## src/rtl/ped_pkg.sv

```systemverilog
// ped_pkg: shared FSM state encoding and served-count width for the pedestrian request unit.
package ped_pkg;
  typedef enum logic [1:0] {
    IDLE    = 2'b00,
    PENDING = 2'b01,
    SERVING = 2'b10
  } ped_state_e;
  localparam int SERVED_W = 8;
endpackage

```

## src/rtl/button_debouncer.sv

```systemverilog
// button_debouncer: two-flop synchroniser, stability-count debounce and registered press pulse.
module button_debouncer #(
  parameter int DEBOUNCE_CYCLES = 4
) (
  input  logic clk,
  input  logic rst,
  input  logic raw_i,
  output logic level_o,
  output logic press_o
);
  localparam int CW = $clog2(DEBOUNCE_CYCLES + 1);
  localparam logic [CW-1:0] CMAX = CW'(DEBOUNCE_CYCLES);
  logic [1:0] sync_q;
  logic deb_q, deb_d, press_q, press_d;
  logic [CW-1:0] cnt_q, cnt_d;
  logic hit;
  assign hit = (sync_q[1] != deb_q) && ((cnt_q + 1'b1) == CMAX);
  always_comb begin
    cnt_d   = (sync_q[1] == deb_q || hit) ? '0 : cnt_q + 1'b1;
    deb_d   = hit ? sync_q[1] : deb_q;
    press_d = hit && sync_q[1];
  end
  always_ff @(posedge clk or posedge rst) begin
    if (rst) begin
      sync_q  <= '0;
      deb_q   <= 1'b0;
      cnt_q   <= '0;
      press_q <= 1'b0;
    end else begin
      sync_q  <= {sync_q[0], raw_i};
      deb_q   <= deb_d;
      cnt_q   <= cnt_d;
      press_q <= press_d;
    end
  end
  assign level_o = deb_q;
  assign press_o = press_q;
endmodule

```

## src/rtl/ped_request_unit.sv

```systemverilog
// ped_request_unit: debounced crossing request FSM with WAIT lamp, beeper, served counter and fault flags.
module ped_request_unit
  import ped_pkg::*;
#(
  parameter int DEBOUNCE_CYCLES = 4,
  parameter int BEEP_DIV        = 2,
  parameter int TIMEOUT_CYCLES  = 16
) (
  input  logic                clk,
  input  logic                rst,
  input  logic                button_raw,
  input  logic                red_p,
  input  logic                yellow_p,
  input  logic                green_p,
  output logic                button,
  output logic                wait_lamp,
  output logic                beep,
  output logic [SERVED_W-1:0] served_count,
  output logic                lamp_fault,
  output logic                timeout_fault
);
  localparam int TW = $clog2(TIMEOUT_CYCLES + 1);
  localparam int BW = $clog2(BEEP_DIV + 1);
  localparam logic [TW-1:0] TMAX = TW'(TIMEOUT_CYCLES);
  localparam logic [BW-1:0] BMAX = BW'(BEEP_DIV);
  ped_state_e state_q, state_d;
  logic [TW-1:0] tmo_q, tmo_d;
  logic [BW-1:0] bdiv_q, bdiv_d;
  logic beep_q, beep_d, tfault_q, tfault_d, lfault_q, lfault_d, press, level;
  logic [SERVED_W-1:0] served_q, served_d;
  button_debouncer #(.DEBOUNCE_CYCLES(DEBOUNCE_CYCLES)) u_deb (
    .clk    (clk),
    .rst    (rst),
    .raw_i  (button_raw),
    .level_o(level),
    .press_o(press)
  );
  always_comb begin
    state_d  = state_q;
    tmo_d    = tmo_q;
    bdiv_d   = bdiv_q;
    beep_d   = beep_q;
    served_d = served_q;
    tfault_d = tfault_q;
    lfault_d = lfault_q || ({red_p, yellow_p, green_p} != 3'b100 &&
                            {red_p, yellow_p, green_p} != 3'b010 &&
                            {red_p, yellow_p, green_p} != 3'b001);
    unique case (state_q)
      IDLE: if (press && !green_p) begin
        state_d = PENDING;
        tmo_d   = '0;
      end
      PENDING: if (green_p) begin
        state_d = SERVING;
        bdiv_d  = '0;
        beep_d  = 1'b0;
      end else if (tmo_q != TMAX) begin
        tmo_d    = tmo_q + 1'b1;
        tfault_d = tfault_q || (tmo_d == TMAX);
      end
      SERVING: if (!green_p) begin
        state_d  = IDLE;
        beep_d   = 1'b0;
        served_d = (served_q == '1) ? served_q : served_q + 1'b1;
      end else begin
        bdiv_d = ((bdiv_q + 1'b1) == BMAX) ? '0 : bdiv_q + 1'b1;
        beep_d = ((bdiv_q + 1'b1) == BMAX) ? !beep_q : beep_q;
      end
      default: state_d = IDLE;
    endcase
  end
  always_ff @(posedge clk or posedge rst) begin
    if (rst) begin
      state_q  <= IDLE;
      tmo_q    <= '0;
      bdiv_q   <= '0;
      beep_q   <= 1'b0;
      served_q <= '0;
      tfault_q <= 1'b0;
      lfault_q <= 1'b0;
    end else begin
      state_q  <= state_d;
      tmo_q    <= tmo_d;
      bdiv_q   <= bdiv_d;
      beep_q   <= beep_d;
      served_q <= served_d;
      tfault_q <= tfault_d;
      lfault_q <= lfault_d;
    end
  end
  assign button        = (state_q == PENDING);
  assign wait_lamp     = (state_q == PENDING);
  assign beep          = beep_q;
  assign served_count  = served_q;
  assign lamp_fault    = lfault_q;
  assign timeout_fault = tfault_q;
endmodule

```

## config.mk

```make
export PLATFORM = sky130hd
export DESIGN_NAME = ped_request_unit
export DESIGN_NICKNAME = d
export VERILOG_FILES = /design/src/rtl/ped_pkg.sv /design/src/rtl/button_debouncer.sv /design/src/rtl/ped_request_unit.sv
export SDC_FILE = /design/constraint.sdc
export NUM_CORES = 1
export LEC_CHECK = 0
export BUFFER_PORTS_ARGS = -buffer_cell sky130_fd_sc_hd__buf_2
export CAP_MARGIN = 20
export CORE_AREA = 10 10 86 88
export CTS_CLUSTER_SIZE = 12
export DETAILED_ROUTE_END_ITERATION = 7
export DIE_AREA = 0 0 96 98
export PLACE_DENSITY_LB_ADDON = 0.1
export RECOVER_POWER = 50
export SETUP_SLACK_MARGIN = 0.4
export SYNTH_ARGS = -nofsm -noshare
export SYNTH_HDL_FRONTEND = slang
export SYNTH_HIERARCHICAL = 1
export SYNTH_SLANG_ARGS = --single-unit
```

## constraint.sdc

```tcl
create_clock -name clk -period 2.04 [get_ports clk]
set_input_delay 0.102 -clock clk [delete_from_list [all_inputs] [get_ports clk]]
set_output_delay 0.102 -clock clk [all_outputs]
set_load 0.005 [all_outputs]
```

Yosys cells after proc, flatten, opt, wreduce, memory -nomap -nowiden
Cells that the tools add are included.
- equality and inequality tests: 19
- $add $sub $neg: 4
- bitwise logic cells: 2
- mux-type cells: 17
- reduce and logical (&&, ||, !) cells: 19
- operators by type and width (cell ; count):
    5-bit two-way mux ; 3
    3-bit AND reduction ; 5
    2-bit two-way mux ; 6
    2-bit != test (second input constant) ; 5
    5-bit one-hot mux with 2 select lines ; 1
    8-bit by 1-bit adder with 8-bit output (second input constant) ; 1
    8-bit equality test (second input constant) ; 1
    3-bit != test (second input constant) ; 2
    2-bit one-hot mux with 3 select lines ; 1
    5-bit by 1-bit adder with 5-bit output (second input constant) ; 1
    5-bit equality test (second input constant) ; 1
    1-bit logical AND ; 5
    5-bit != test (second input constant) ; 1
    2-bit equality test (second input constant) ; 2
    2-bit one-hot mux with 2 select lines ; 1
    4-bit AND reduction ; 1
    2-bit nonzero test ; 2
    3-bit by 1-bit adder with 3-bit output (second input constant) ; 1
    3-bit equality test (second input constant) ; 1
    1-bit logical OR ; 3
    1-bit two-way mux ; 3
    3-bit two-way mux ; 1
    3-bit by 1-bit != test with 1-bit output (second input constant) ; 1
    3-bit by 2-bit != test with 1-bit output (second input constant) ; 1
    9 further kinds ; 11
- bits in registers: 27
- output and inout port bits: 13
- word-level logic and storage cells: 72

Depth between registers and ports, before layout
Gate-level depths: netlist (run 1).
- depth after elaboration: 5
- gate-level depth with buffers: 5
- depth with buffers taken out: 5

Cells and area by module
Netlist (run 1), hierarchy kept.
- modules (own cells, without submodules) (module ; seq. area each (sq um) ; area an instance (sq um) ; cells each ; instances):
    ped_request_unit ; 500.5 ; 1116.1 ; 113 ; 1
    button_debouncer ; 175.2 ; 255.2 ; 19 ; 1

Worst setup path before layout (run 1)
Ideal clock, no wire load.
- path type: reg-to-reg
- from: register tmo_q[0]
- to: register tmo_q[0]
- slack: 0.475 ns
- library setup time: 0.104 ns
- clock period less this slack: 1.565 ns
- cell stages (with the launch flop): 6
- required time: 1.936 ns
- data arrival time: 1.461 ns
- path buffers: 0
- cells stage by stage: dfrtp_1 -> inv_1 -> ha_1 -> and4bb_4 -> or4_4 -> o311ai_1
- cells in the longest elaborated chain, start to end: 4
- elaborated cells on any way between the ends: 7
- classes of those cells: add/sub: 1; eq/ne: 2; mux: 3; reduce/logical: 1
- RTL lines (element ; RTL line ; RTL):
    start, declared ; ped_request_unit.sv:27 ; logic [TW-1:0] tmo_q, tmo_d;
    start signal, assigned ; ped_request_unit.sv:83 ; tmo_q <= tmo_d;
    5-bit by 1-bit adder with 5-bit output ; ped_request_unit.sv:58 ; tmo_d = tmo_q + 1'b1;
    5-bit two-way mux ; ped_request_unit.sv:57 ; end else if (tmo_q != TMAX) begin
    5-bit two-way mux ; ped_request_unit.sv:53 ; PENDING: if (green_p) begin
    5-bit one-hot mux with 2 select lines ; ped_request_unit.sv:48 ; unique case (state_q)
Several ways; a longest one is shown, not always the timed one. The select of a mux whose other input is x is not followed.
A chain may end at the register's enable or synchronous reset.

Worst setup path in the final report (run 1)
- from: register state_q[1]
- to: register served_q[5] (netlist: served_count[5])
- cells in the longest elaborated chain, start to end: 2
- RTL lines (element ; RTL line ; RTL):
    start, declared ; ped_request_unit.sv:26 ; ped_state_e state_q, state_d;
    start signal, assigned ; ped_request_unit.sv:82 ; state_q <= state_d;
    2-bit equality test ; ped_request_unit.sv:48 ;
    3-bit AND reduction (no line) ; -- ;
    end signal, assigned ; ped_request_unit.sv:86 ; served_q <= served_d;
    end, declared ; ped_request_unit.sv:30 ; logic [SERVED_W-1:0] served_q, served_d;
Every way passes these cells.

==> impl_results.md, run 1 <==
* Diodes inserted at 0
* Die Area at 0.009408 mm2
* All-Layer GR Usage at 6.583%
* CP max FO at 14
* Initial DRC count at 36
* R2R Path End: served_count[5]$_DFFE_PP0P_
* Ys flop type: dfrtp_1
* Fin. Hold Viols at 0
* WP data required at 2.20 ns
* Synth Area per Inst at 10.39 um2
* Share of cells above drive strength 1 at 16.56%
* Nets@finish at 169
* Dpl hpwl at 2.112 mm
* Initial antenna violation count at 0
* CP max stage cell: dfrtp_1
* Async SR Flop Fraction at 100.0%
* F_max at 592.9 MHz
* Rel. slew slack at 42.76%
* Hold Crit Endpoint: lamp_fault$_DFF_PP0_
* CTS max path bufs at 2
* Post-synthesis cell area at 0.001371 mm2
* Ports at 19
* Reg clk slew, reported paths at 0.10 ns
* Critical Path Stages at 3
* Slew Viols, Final at 0
* TNS Setup at 0 ns
* Final core occ at 28.70%
* Yosys reg bits at 27
* Hold Startpoint: yellow_p
* Total wire length at 2.965 mm
* Port Buffers at 18
* Min-delay worst type: input port to flip-flop
* DR DRC count at 0
* Critical path class: flip-flop to flip-flop
* ANT nets after route at 0
* Switching share of power at 33.06%
* Multi-input gate area at 633.1 um2
* Setup Skew at 0.004769 ns
* Min-Delay Path Depth at 2
* Most common cell after layout, fill and taps aside: dfrtp_1
* FF-to-FF Start: state_q[1]$_DFFE_PP0P_
* DP Area at 0.001536 mm2
* Switching pwr at 502.4 uW
* CP bufs+invs at 0
* Max incr delay on CP at 0.61 ns
* Final Instance Area at 0.001649 mm2
* Standard-cell rows at 28
* First-pass iteration count of the detailed router at 4
* Root buffer selected by CTS: clkbuf_8
* Final period utilization at 82.67%
* Max_cap viols at 0
* CP Launch Type: flip-flop
* Slew @ Worst Pin at 0.8577 ns
* Crit path max-delay family: simple AND/OR/NAND/NOR gates
* Initial core utilization at 23.87%
* WL/cell at 12.78 um
* Post-Syn Nets at 143
* WP data arrival at 1.85 ns
* RSZ-0062 raised after global routing: true
* Total vias in the final route at 1033
* Pint at 1.017 mW
* FF-to-FF setup slack at 0.35 ns
* Core box area at 0.005746 mm2
* Number of cells produced by synthesis at 132
* Worst vdd rail ir drop at 0.3253 mV
* CTS tree: built
* Combinational power share at 30.2%
* Fill cells at 621
* Total congestion overflow at 0
* Crit. End Element: flip-flop
* Crit path time final at 1.686 ns
* FF+latch area at 676.9 um2
* Most frequent cells in the layout: dfrtp_1, inv_1, clkbuf_1
* Largest net degree at the start of global routing at 21
* Pwr Total at 1.520 mW
* Global-route wire length before repair at 5.057 mm
* Status: finished, final reports clean
* R2r worst-path depth at 3
* Vias per inst at 4.453
* Yosys cell types at 38
* Sequential power share at 49.6%
* Die width at 96 um
* Yosys warns at 6
* Vias in the first global route at 1057
* Die height at 98 um
* # clock sinks at 27
* Worst-path cell chain: nor3b_4, and3_1, mux2_1
* Gpl congestion at 0.7840
* Clock network power share at 20.3%
* Seq/Total Area, Yosys at 49.27%
* Leakage at 0.7480 nW
* Number of synthesized flops with an enable pin at 0
* P&R area growth vs syn at 20.26%
* Power Dens Cells at 921.4 mW/mm2
* Num CTS Buffers at 3
* H-tree depth at 1
* Final setup vio count at 0
* Worst-Skew Late Latency at 0.27 ns
state kept, by name, indices dropped and copies added, names as in the netlist:
register,cells
u_deb/cnt_q,3
bdiv_q,2
u_deb/press_o,1
served_count,8
u_deb/sync_q,2
lamp_fault,1
tmo_q,5
beep,1
u_deb/level_o,1
state_q,2
timeout_fault,1
logic make-up after synthesis:
family	synth area share, %
muxes	6.295
adders and majority gates	4.562
DFF	49.27
and+or+nand+nor	17.97
xor gates and xnor gates	2.555
AOI/OAI and AO/OA	13.32
buffers and inverters	6.022
area by class of cell:
cell class / count / share of cell area (%)
clock inverters: 1 / 0.3035
flip-flops and latches: 27 / 41.05
repair buffers: 25 / 8.194
multi-input cells: 84 / 38.39
well taps: 75 / 5.690
clock buffers: 3 / 2.504
inverters: 17 / 3.870
worst max-delay path by stage:
stage	from	to	slack [ns]
5_1_grt	state_q[1]$_DFFE_PP0P_	served_count[5]$_DFFE_PP0P_	0.23
3_3_place_gp	state_q[0]$_DFFE_PP0P_	tmo_q[0]$_DFFE_PP0P_	0.33
6_report	state_q[1]$_DFFE_PP0P_	served_count[5]$_DFFE_PP0P_	0.35
3_5_place_dp	state_q[0]$_DFFE_PP0P_	tmo_q[0]$_DFFE_PP0P_	0.32
4_1_cts	state_q[1]$_DFFE_PP0P_	served_count[5]$_DFFE_PP0P_	0.38
2_1_floorplan	tmo_q[0]$_DFFE_PP0P_	tmo_q[0]$_DFFE_PP0P_	0.47
synthesized netlist by cell type (2+ instances only):
library cell	count	area [um2]
xnor2_1	3	26.28
ha_1	5	62.56
o41ai_1	2	17.52
nor3_1	3	15.01
and2_1	2	12.51
a21oi_1	4	20.02
a2111oi_0	2	17.52
mux2i_1	3	30.03
nand2_1	5	18.77
o31ai_1	4	30.03
o22ai_1	3	18.77
nand2b_1	4	25.02
clkbuf_1	3	11.26
o211ai_1	3	22.52
nor2b_1	2	12.51
nor2_1	4	15.01
nor3b_2	2	25.02
inv_1	17	63.81
o21ai_0	4	20.02
nand4_1	3	18.77
and3_1	2	12.51
nand3_1	7	35.03
mux2_1	4	45.04
dfrtp_1	27	675.7
worst reg2reg max path, delay by kind of cell, from the launching register on:
| family | cells | cell delay [ns] |
|---|---|---|
| multiplexers | 1 | 0.32 |
| AND/OR/NAND/NOR | 2 | 0.65 |
| flip-flops | 1 | 0.61 |
routing by layer:
layer  vias to the layer above  part of all wire [%]  global-route usage (%)
met3                         2                   5.7                   2.910
met4                         0                  0.57                   1.703
met1                       490                    49                   8.326
li1                        520                     -                       -
met5                         -                     0                       0
met2                        21                    45                   9.891
per-stage QoR:
| stage | setup WS (ns) | hold slack [ns] | instances |
|---|---|---|---|
| 2_1_floorplan | 0.4748 | -0.09460 | 132 |
| 3_3_place_gp | 0.3301 | 0.04974 | 221 |
| 3_5_place_dp | 0.3182 | 0.05363 | 221 |
| 4_1_cts | 0.3769 | 0.04241 | 229 |
| 5_1_grt | 0.2325 | 0.06072 | 232 |
| 6_report | 0.3535 | 0.04959 | 232 |
timing repair:
item,4_1_cts,5_1_grt
endpoints found under the setup margin,6,10
endpoints found under the hold margin,8,0
buffers inserted,2,3
hold buffers,2,0
gates resized for setup,2,5
power by group through the flow:
stage | clock [mW] | combinational [mW] | sequential [mW]
global placement | 0 | 0.377 | 0.777
finish | 0.308 | 0.458 | 0.753
CTS | 0.325 | 0.437 | 0.756
global route | 0.345 | 0.522 | 0.772
floorplan | 0 | 0.293 | 0.750
detailed placement | 0 | 0.387 | 0.782
Note: power is estimated with default switching activity, not from simulation.
==> inputs of run 2 (changes only) <==
Clock period 2.04 ns to 1.7 ns, I/O delays scaled along.
==> impl_results.md, run 2 (synthesis gave the netlist of run 1 again) <==
* Reg clk slew, reported paths at 0.11 ns
* Port Buffers at 18
* Max FFs per register at 8
* CP max FO at 4
* Slew @ Worst Pin at 0.4057 ns
* Initial antenna violation count at 0
* All-Layer GR Usage at 7.031%
* CP Launch Type: flip-flop
* Share of cells above drive strength 1 at 41.81%
* Worst-Skew Late Latency at 0.29 ns
* Leakage at 0.9123 nW
* Die height at 98 um
* Ports at 19
* Most frequent cells in the layout: dfrtp_1, buf_4, inv_1
* WP data arrival at 1.75 ns
* Initial DRC count at 33
* Nets@finish at 189
* Die Area at 0.009408 mm2
* Final period utilization at 91.50%
* Standard-cell rows at 28
* ANT nets after route at 0
* Final setup vio count at 0
* WHS at 0.01542 ns
* Worst-path cell chain: inv_1, ha_4, and4bb_4, or4_4, o311ai_4
* TNS Setup at 0 ns
* Fill cells at 603
* # clock sinks at 27
* Core box area at 0.005746 mm2
* Met2 Use GR at 11.34%
* Global-route wire length before repair at 5.464 mm
* Status: finished, final reports clean
* Crit. End Element: flip-flop
* Vias per inst at 4.579
* F_max at 642.9 MHz
* Total congestion overflow at 0
* Max incr delay on CP at 0.47 ns
* WP data required at 1.90 ns
* Die width at 96 um
* Rel. slew slack at 72.92%
* Power Dens Cells at 1075 mW/mm2
* Total vias in the final route at 1154
* Setup Skew at 0.01312 ns
* H-tree depth at 1
* CP max stage cell: or4_4
* Routing usage on met1 at 8.386%
* Max_cap viols at 0
* FF+latch area at 681.9 um2
* Largest net degree at the start of global routing at 21
* CTS tree: built
* Min-delay worst type: input port to flip-flop
* Crit path time final at 1.555 ns
* GRT Max-Usage Layer: met2
* Vias in the first global route at 1182
* Num CTS Buffers at 3
* RSZ-0062 raised after global routing: true
* WL/cell at 13.19 um
* Root buffer selected by CTS: clkbuf_8
* Worst vdd rail ir drop at 0.3720 mV
* M3 GR Usage at 1.991%
* Most common cell after layout, fill and taps aside: dfrtp_1
* DR DRC count at 0
* Multi-input gate area at 777.0 um2
* Gpl congestion at 0.7330
* First-pass iteration count of the detailed router at 4
* Critical path class: flip-flop to flip-flop
* Diodes inserted at 0
* Dpl hpwl at 2.205 mm
* Slew Viols, Final at 0
* Initial core utilization at 23.87%
* Total wire length at 3.325 mm
* Fin. Hold Viols at 0
* CTS max path bufs at 2
* P&R area growth vs syn at 44.62%
==> run 2: cell count changes in the layout (fill, tap and decap cells not counted), moves of 3 or more <==
cell	delta
buf_4	+14
buf_6	+6
mux2_4	+4
dfrtp_1	-4
dfrtp_2	+4
buf_2	+7
mux2_1	-3
clkbuf_1	-7
==> run 2: area by class of cell <==
class,instances,area share [%]
clock buffers,3,2.082
clock inverters,1,0.4416
inverters,17,3.218
multi-input cells,84,39.18
flip-flops and latches,27,34.38
well taps,75,4.732
repair buffers,45,15.96
==> run 2: critical path: cells and delay by family, from the launching register on <==
| kind | cells | cell delay (ns) |
|---|---|---|
| flops | 1 | 0.36 |
| compound gates | 1 | 0.23 |
| buf+inv | 1 | 0.07 |
| fa+ha+maj | 1 | 0.15 |
| simple gates | 2 | 0.65 |
==> run 2: timing repair <==
item / in CTS / in global routing
setup endpoints to repair: 15 / 17
pin swaps: 6 / 8
endpoints found under the hold margin: 28 / 0
buffers inserted: 13 / 6
gates resized for setup: 13 / 25
hold buffers: 2 / 0
==> run 2: stage by stage <==
stage / worst slack, ns / cell area, um2 / util, % / total power, mW / instances
after floorplan: 0.1516 / 1394 / - / 1.270 / 132
after global placement: 0.1224 / 1600 / 27.85 / 1.440 / 227
after detailed placement: 0.07262 / 1600 / 27.85 / 1.456 / 227
after CTS: 0.1609 / 1828 / 31.82 / 2.036 / 246
after global routing: 0.08723 / 1983 / 34.52 / 2.291 / 252
final: 0.1445 / 1983 / 34.52 / 2.132 / 252
==> run 2: power by group <==
group | internal, mW | leakage [nW] | switching [mW]
clock network | 0.173 | 0.0261 | 0.223
logic | 0.453 | 0.557 | 0.368
registers | 0.779 | 0.329 | 0.135
total | 1.41 | 0.912 | 0.727
==> run 2: worst paths after layout <==
path | startpoint | to | slack, ns | depth (start not counted)
setup / recovery | tmo_q[1]$_DFFE_PP0P_ | tmo_q[0]$_DFFE_PP0P_ | 0.14 | 5
hold / removal | yellow_p | lamp_fault$_DFF_PP0_ | 0.02 | 2
setup reg to reg | tmo_q[1]$_DFFE_PP0P_ | tmo_q[0]$_DFFE_PP0P_ | 0.14 | 5
hold reg to reg | u_deb/sync_q[0]$_DFF_PP0_ | u_deb/sync_q[1]$_DFF_PP0_ | 0.38 | 0
max in group asynchronous | rst | state_q[1]$_DFFE_PP0P_ | 1.08 | 4
min in group asynchronous | rst | u_deb/sync_q[1]$_DFF_PP0_ | 0.26 | 3
==> run 2: metal layers <==
layer	part of all wire, %	routed length (um)	vias to the layer above
met1	44	1476	566
met4	0.90	30	0
met5	0	0	-
met3	4.6	152	3
li1	-	-	564
met2	50	1665	21
